==> src/rtl/ball_pkg.sv <==
// ball_pkg: shared FSM states and fixed-point constants for ball motion
package ball_pkg;
   typedef enum logic [2:0] {IDLE, MOVING, LOOKUP, SCALE, UPDATE, DONE} state_t;
   localparam int FRAC_BITS = 8;
   localparam int ANGLE_W = 8;
   localparam int ANGLE_HALF = 128;
   localparam int ANGLE_FULL = 256;
endpackage

==> src/rtl/trig_lut.sv <==
// trig_lut: quarter-wave Q1.15 sine ROM, registered sin/cos read with one cycle latency
module trig_lut
   import ball_pkg::*;
(
   input  logic                      clk_in,
   input  logic                      rst_in,
   input  logic [ANGLE_W-1:0]        addr,
   output logic signed [15:0]        sin_q,
   output logic signed [15:0]        cos_q
);
   localparam logic [15:0] QTR [0:64] = '{
      16'd0,     16'd804,   16'd1608,  16'd2410,  16'd3212,  16'd4011,  16'd4808,  16'd5602,
      16'd6393,  16'd7179,  16'd7962,  16'd8739,  16'd9512,  16'd10278, 16'd11039, 16'd11793,
      16'd12539, 16'd13279, 16'd14010, 16'd14732, 16'd15446, 16'd16151, 16'd16846, 16'd17530,
      16'd18204, 16'd18868, 16'd19519, 16'd20159, 16'd20787, 16'd21403, 16'd22005, 16'd22594,
      16'd23170, 16'd23731, 16'd24279, 16'd24811, 16'd25329, 16'd25832, 16'd26319, 16'd26790,
      16'd27245, 16'd27683, 16'd28105, 16'd28510, 16'd28898, 16'd29268, 16'd29621, 16'd29956,
      16'd30273, 16'd30571, 16'd30852, 16'd31113, 16'd31356, 16'd31580, 16'd31785, 16'd31971,
      16'd32137, 16'd32285, 16'd32412, 16'd32521, 16'd32609, 16'd32678, 16'd32728, 16'd32757,
      16'd32767
   };
   // second quadrant mirrors the first; lower half of the circle is the negated upper half
   function automatic logic signed [15:0] sine(input logic [ANGLE_W-1:0] a);
      logic [6:0] q;
      q = a[6] ? 7'(-a[6:0]) : a[6:0];
      return a[7] ? -signed'(QTR[q]) : signed'(QTR[q]);
   endfunction
   always_ff @(posedge clk_in or posedge rst_in)
      if (rst_in) begin
         sin_q <= '0;
         cos_q <= '0;
      end else begin
         sin_q <= sine(addr);
         cos_q <= sine(addr + 8'd64);
      end
endmodule

==> src/rtl/ball_motion.sv <==
// ball_motion: per-frame ball position integrator with linear friction and wall reflection
module ball_motion
   import ball_pkg::*;
#(
   parameter int          FIELD_W  = 1024,
   parameter int          FIELD_H  = 768,
   parameter logic [15:0] FRICTION = 16'h0040
) (
   input  logic        clk_in,
   input  logic        rst_in,
   input  logic        launch_in,
   input  logic [15:0] speed_in,
   input  logic [15:0] direction_in,
   input  logic [15:0] start_x_in,
   input  logic [15:0] start_y_in,
   input  logic        new_frame_in,
   output logic [15:0] pos_x_out,
   output logic [15:0] pos_y_out,
   output logic [15:0] speed_out,
   output logic        busy_out,
   output logic        done_out
);
   localparam logic signed [24:0] X_MAX = 25'((FIELD_W - 1) << FRAC_BITS);
   localparam logic signed [24:0] Y_MAX = 25'((FIELD_H - 1) << FRAC_BITS);

   state_t state, next_state;
   logic signed [24:0] x_acc, y_acc, nx, ny;
   logic signed [17:0] vx, vy;
   logic signed [15:0] sin_q, cos_q;
   logic [15:0] speed, next_speed;
   logic [ANGLE_W-1:0] heading, hx, hy;
   logic launch, x_out, y_out, busy_d, done_d, unused_dir;

   trig_lut u_lut (
      .clk_in(clk_in),
      .rst_in(rst_in),
      .addr(heading),
      .sin_q(sin_q),
      .cos_q(cos_q)
   );

   function automatic logic signed [17:0] scale(input logic [15:0] s, input logic signed [15:0] t);
      logic signed [32:0] p;
      p = signed'({1'b0, s}) * t + 33'sd16384;
      return 18'(p >>> 15);
   endfunction

   assign unused_dir = ^direction_in[15:8];
   assign launch = state == IDLE && launch_in;

   always_comb begin
      nx = x_acc + 25'(vx);
      ny = y_acc + 25'(vy);
      x_out = nx[24] || nx > X_MAX;
      y_out = ny[24] || ny > Y_MAX;
      hx = x_out ? ANGLE_W'(ANGLE_HALF - int'(heading)) : heading;
      hy = y_out ? ANGLE_W'(ANGLE_FULL - int'(hx)) : hx;
      next_speed = speed > FRICTION ? speed - FRICTION : '0;
   end

   always_ff @(posedge clk_in or posedge rst_in)
      if (rst_in) state <= IDLE;
      else state <= next_state;

   always_comb begin
      next_state = state;
      case (state)
         IDLE:    next_state = launch_in ? (speed_in == '0 ? DONE : MOVING) : IDLE;
         MOVING:  next_state = new_frame_in ? LOOKUP : MOVING;
         LOOKUP:  next_state = SCALE;
         SCALE:   next_state = UPDATE;
         UPDATE:  next_state = next_speed == '0 ? DONE : MOVING;
         DONE:    next_state = IDLE;
         default: next_state = IDLE;
      endcase
   end

   always_comb begin
      busy_d = state != IDLE;
      done_d = state == DONE;
   end

   // outputs trail the accumulators by one edge, except the start position shown at launch
   always_ff @(posedge clk_in or posedge rst_in)
      if (rst_in) begin
         x_acc     <= '0;
         y_acc     <= '0;
         vx        <= '0;
         vy        <= '0;
         speed     <= '0;
         heading   <= '0;
         pos_x_out <= '0;
         pos_y_out <= '0;
         speed_out <= '0;
         busy_out  <= 1'b0;
         done_out  <= 1'b0;
      end else begin
         if (launch) begin
            x_acc   <= 25'(start_x_in) << FRAC_BITS;
            y_acc   <= 25'(start_y_in) << FRAC_BITS;
            speed   <= speed_in;
            heading <= direction_in[ANGLE_W-1:0];
         end
         if (state == SCALE) begin
            vx <= scale(speed, cos_q);
            vy <= scale(speed, sin_q);
         end
         if (state == UPDATE) begin
            x_acc   <= nx[24] ? '0 : (nx > X_MAX ? X_MAX : nx);
            y_acc   <= ny[24] ? '0 : (ny > Y_MAX ? Y_MAX : ny);
            heading <= hy;
            speed   <= next_speed;
         end
         pos_x_out <= launch ? start_x_in : x_acc[FRAC_BITS +: 16];
         pos_y_out <= launch ? start_y_in : y_acc[FRAC_BITS +: 16];
         speed_out <= launch ? speed_in : speed;
         busy_out  <= busy_d;
         done_out  <= done_d;
      end
endmodule

==> config.mk <==
export PLATFORM = sky130hd
export DESIGN_NAME = ball_motion
export DESIGN_NICKNAME = d
export VERILOG_FILES = /design/src/rtl/ball_pkg.sv /design/src/rtl/trig_lut.sv /design/src/rtl/ball_motion.sv
export SDC_FILE = /design/constraint.sdc
export NUM_CORES = 2
export LEC_CHECK = 0
export BUFFER_PORTS_ARGS = -buffer_cell sky130_fd_sc_hd__clkbuf_2
export CAP_MARGIN = 20
export CORE_MARGIN = 5
export CORE_UTILIZATION = 30
export DETAILED_ROUTE_END_ITERATION = 12
export PLACE_DENSITY = 0.56
export SETUP_SLACK_MARGIN = 0.3
export SLEW_MARGIN = 20
export SYNTH_ARGS = -nofsm -noshare
export SYNTH_HDL_FRONTEND = slang
export SYNTH_SLANG_ARGS = --single-unit
==> constraint.sdc <==
create_clock -name clk_in -period 12.7 [get_ports clk_in]
set_input_delay 2.54 -clock clk_in [delete_from_list [all_inputs] [get_ports clk_in]]
set_output_delay 2.54 -clock clk_in [all_outputs]
set_load 0.01 [all_outputs]
; ---- Word level (Yosys, flattened, before mapping)
; Memories as Yosys holds them, arrays and structs flattened.
; Index checks and enable logic that the tools add are counted.
[word_totals]
reg_bits = 195
mem_bits_ro = 4096
inputBits = 68
out_inout_bits = 50
word_cells = 80
memories = 2
[classes]
n_addsub = 12
mul = 2
n_lt_le_gt_ge = 5
n_eq_ne = 5
mux = 30
bitwise = 2
n_reduce_logical = 8
[memory_table]
columns = name, depth, word_bits, rd, rd_clocked_by_memory_dff, wr, line
row1 = (name not given), 128, 16, 1, 0, 0, trig_lut.sv:26  ; return a[7] ? -signed'(QTR[q]) : signed'(QTR[q]);
row2 = (name not given), 128, 16, 1, 0, 0, trig_lut.sv:26
[op_table]
columns = cell, count
row1 = $mux 16, 11
row2 = $mux 25, 4
row3 = $mux 24, 4
row4 = $add 33x16->33 const B, 2
row5 = $mul 17x16->33, 2
row6 = $add 25x18->25, 2
row7 = $gt 25x19->1 const B, 2
row8 = $logic_not 16->1, 2
row9 = $mux 8, 4
row10 = $neg 16->16, 2
row11 = $ge 8x8->1 const B, 2
row12 = $gt 16x7->1 const B, 1
row13 = $not 7->8, 2
row14 = $sub 16x7->16 const B, 1
row15 = $pmux 3 s5, 1
row16 = $mux 7, 2
row17 = $neg 7->7, 2
row18 = $mux 3, 3
row19 = $add 8x7->8 const B, 1
row20 = $sub 1x8->8 const A, 1
row21 = $sub 8x8->8 const A, 1
row22 = $eq 3x2->1 const B, 2
row23 = $eq 3x3->1 const B, 2
row24 = $eq 3x1->1 const B, 1
row25 = 6 further kinds, 7

; ---- Logic depth before layout (Yosys ltp)
[depth]
word_depth = 9
depth_mapped = 29
ltp_nobuf = 27

; ---- Modules after synthesis
; A second synthesis with hierarchy kept.
[unflattened]
cells_unflattened = 3731
area_unflattened_um2 = 31667.9
[modules_own_cells]
columns = mod, n_inst, cells_per_inst, area_each_um2
row1 = ball_motion, 1, 2965, 26056.2
row2 = trig_lut, 1, 766, 5611.6

; ---- Worst setup path before layout
; OpenSTA, ideal clock, no wires.
[synth_path]
path_type = reg2reg
startpoint = register speed[10]
endpoint = register vy[17]
setup_ns = 0.129
t_arrival_ns = 6.700
required_ns = 12.571
slack_ns = 5.871
path_stages_with_launch = 25
cell_sequence = dfrtp_1 clkbuf_1 clkbuf_1 nand2_1 fa_1 fa_1 fa_1 fa_1 inv_1 fa_1 fa_1 ha_1 o21a_1 o21ai_0 nand2b_1 and4_1 a221oi_1 o21ai_1 a221o_1 a211o_1 a21o_1 a21o_1 a31oi_1 xnor2_1 o21ai_1
[synth_between]
elab_chain_len = 2
[synth_rtl]
columns = item, line
row1 = "start, declared", ball_motion.sv:30  ; logic [15:0] speed, next_speed;
row2 = "start signal, assigned", ball_motion.sv:101  ; speed <= speed_in;
row3 = "start signal, assigned", ball_motion.sv:112  ; speed <= next_speed;
row4 = $mul 17x16->33, ball_motion.sv:44  ; p = signed'({1'b0, s}) * t + 33'sd16384;
row5 = $add 33x16->33, ball_motion.sv:44
row6 = "end signal, assigned", ball_motion.sv:106  ; vy <= scale(speed, sin_q);
row7 = "end, declared", ball_motion.sv:28  ; logic signed [17:0] vx, vy;
; No other way between the ends.
; A chain may end at the register's enable or synchronous reset.

; ---- Worst setup path after layout
[layout_path]
startpoint = register speed[5]
endpoint = register vy[17]
; The elaborated chain is that of the path after synthesis.

==> summary.txt <==
Status
  • Status: finished clean

Timing
  • Clock skew: 21.89 ps
  • Worst setup margin: between 5000 and 6000 ps
  • Worst-margin pin slew: a little under 1000 ps
  • Final min period: 7666 ps
  • Final hold vios: 0
  • Setup TNS: 0 ps
  • Final-report setup violation count: 0
  • Final cycle utilization of the critical path: 0.6036
  • F_max: about 130 MHz
  • RSZ-0062 raised after global routing: no
  • Final Max Tran Viols: 0
  • Relative slew slack: 0.3370

Place
  • HPWL Detailed: 64300 µm
  • Final Wtd Congestion: about 0.90
  • DP Worst Slack: between 4000 and 5000 ps
  • Dpl cell area: about 32000 µm²
  • Port Buffers: around 110

Critical path
  • Delay of the slowest critical-path stage: approximately 660 ps
  • CP Cell Sequence: buf_4, and2_1, fa_1, inv_1, fa_1, fa_1, fa_1, inv_1, fa_1, fa_1, ha_1, o21a_1, o21ai_0, nand2b_1, and4_1, a221oi_1, o21ai_1, a221o_1, a211o_1, a21o_1, a21o_1, a31oi_1, xnor2_1, o21ai_1
  • Critical path data arrival time: 8030 ps
  • Cell family with most CP delay: adder cells
  • Critical-path cell with the highest stage delay: a221oi_1
  • Crit. End Element: flip-flop
  • Worst Path Required: between 10000 and 15000 ps
  • Crit path top cell by count: fa_1
  • CP max FO: 23
  • CP bufs+invs: 3
  • Crit start category: flip-flop
  • CP Class: flip-flop to flip-flop

Global route
  • All-layer global routing usage: 0.1582
  • Total grt overflow: 0
  • Largest net degree at the start of global routing: between 80 and 90
  • Vias in the first global route: between 20000 and 25000
  • First-pass GRT wire length: around 140000 µm
  • Initial antenna violation count: 2

Clock tree
  • CTS buffer count: 17
  • Clock-pin slew on the worst setup and hold paths: around 90 ps
  • CTS HTree Levels: 4
  • Hold_buf cts: 0
  • Post-CTS Setup Inserts: 0
  • Clock sink count: roughly 190
  • CTS Buffer Depth: 2
  • Clock root cell: clkbuf_16
  • CTS tree: built
  • Clk_lat worst skew: around 500 ps
  • PostCTS Resize Cnt: 0

Synth
  • Dominant synthesized flop cell: dfrtp_1
  • Netlist Area Pre-Place: 30380 µm²
  • Synthesized flop and latch total: approximately 190
  • FFs w/ async S/R, synth: 1.000
  • Synth warnings: 0
  • Post-synth EDFFs: 0
  • Synth unique cells: just over 90
  • Cells after Synth: around 3600
  • Syn Nets: roughly 4400
  • Seq/Total Area, Yosys: 0.1590
  • Syn_area_per_cell: approximately 8.4 µm²

Route
  • Vias: 24730
  • DRC: 0
  • Wirelength per Cell: 17.05 µm
  • DRT Pass-1 Iters: 5
  • WL final: 84240 µm
  • Antenna-violating nets left: 0
  • DR vias/cell: ~5
  • Initial detailed-routing violation count: around 1800

Floorplan
  • IO Count: 118
  • Placement row count: between 100 and 150
  • Area of the die: around 110000 µm²
  • Die Y-Extent: between 300 and 400 µm
  • Core area: about 100000 µm²
  • Die width: 328.2 µm
  • Initial core utilization: 0.3029

Final layout
  • Finished layout cell area: roughly 33000 µm²
  • Area taken by multi-input logic gates: between 20000 and 25000 µm²
  • Area growth from synthesis to layout: 8.129%
  • Sequential cell area: 4830 µm²
  • Fillers: 10670
  • Ratio of cells with drive above 1 in the final layout: 0.06503
  • Most common cell after layout, fill and taps aside: nand2_1
  • Fin nets: roughly 4300
  • Most frequent cells in the layout: nand2_1, inv_1, fa_1

Hold path
  • Tightest Hold Check Type: flip-flop to flip-flop

Run
  • Maxcap violations: 0
[path summary, 6_finish.rpt]
kind	from	end	slack, ps	cells past startpoint
setup / recovery	speed[5]$_DFF_PP0_	vy[17]$_DFFE_PP0N_	5030	24
hold reg to reg	vy[10]$_DFFE_PP0N_	vy[10]$_DFFE_PP0N_	490	2
max in group asynchronous	rst_in	u_lut.cos_q[8]$_DFF_PP0_	8610	4
setup reg to reg	speed[5]$_DFF_PP0_	vy[17]$_DFFE_PP0N_	5030	24
min in group asynchronous	rst_in	pos_y_out[4]$_DFF_PP0_	2110	2
hold / removal	vy[10]$_DFFE_PP0N_	vy[10]$_DFFE_PP0N_	490	2
[layer usage]
metal	routed length (µm)	part of all wire	track usage
met1	38660	0.46	0.2209
met2	40100	0.48	0.2645
met3	4176	0.050	0.01931
met4	1296	0.015	0.03467
met5	0	0	0
[final cells by class]
type / instances / area share
inverter: 492 / 0.05644
sequential: 193 / 0.1470
multi-input combinational: 2709 / 0.6981
tap: 1357 / 0.05168
clock buffer: 17 / 0.01295
timing repair buffer: 157 / 0.02757
clock inverter: 15 / 0.006208
antenna: 1 / 0.00007617
[synthesized netlist by cell type, types with 42 or more instances]
cell | instances | area [µm²]
nand2_1 | 600 | 2252
inv_1 | 485 | 1821
fa_1 | 390 | 7807
ha_1 | 313 | 3916
and2_1 | 222 | 1389
dfrtp_1 | 193 | 4830
clkbuf_1 | 185 | 694.4
nor2_1 | 170 | 638.1
a21oi_1 | 166 | 830.8
o21ai_0 | 161 | 805.8
xnor2_1 | 81 | 709.4
xor2_1 | 53 | 464.2
nor3_1 | 42 | 210.2
[kinds of logic after synthesis]
group | Yosys count | share of synthesized area
flops | 193 | 0.1590
simple gates | 1203 | 0.1836
buf+inv | 704 | 0.08780
xor+xnor | 136 | 0.03970
mux | 12 | 0.004530
fa+ha+maj | 703 | 0.3859
compound gates | 655 | 0.1395
[registers in the layout, indices dropped and copies added, names as in the netlist, 18 cells and up]
name and count:
x_acc 24, y_acc 24, vx 18, vy 18
[worst register-to-register path, delay by kind of cell, from the launching register on]
family                   cells  cell delay [ps]
flip-flops                   1              610
buffers and inverters        3              550
AO/OA/AOI/OAI               10             2640
XOR/XNOR                     1              140
adder cells (fa/ha/maj)      7             3080
AND/OR/NAND/NOR              3              530
[metrics by stage]
stage	utilization	hold WS, ps	cells
final	0.3276	492.8	4941
after global routing	0.3276	523.3	4941
after CTS	0.3275	497.6	4940
after detailed placement	0.3213	478.9	4908
after global placement	0.3213	472.9	4908
after floorplan	-	452.6	3606
Power is left out: the tool's default activity adds up to more than one toggle a clock period on the data nets, which glitch-free logic cannot reach.
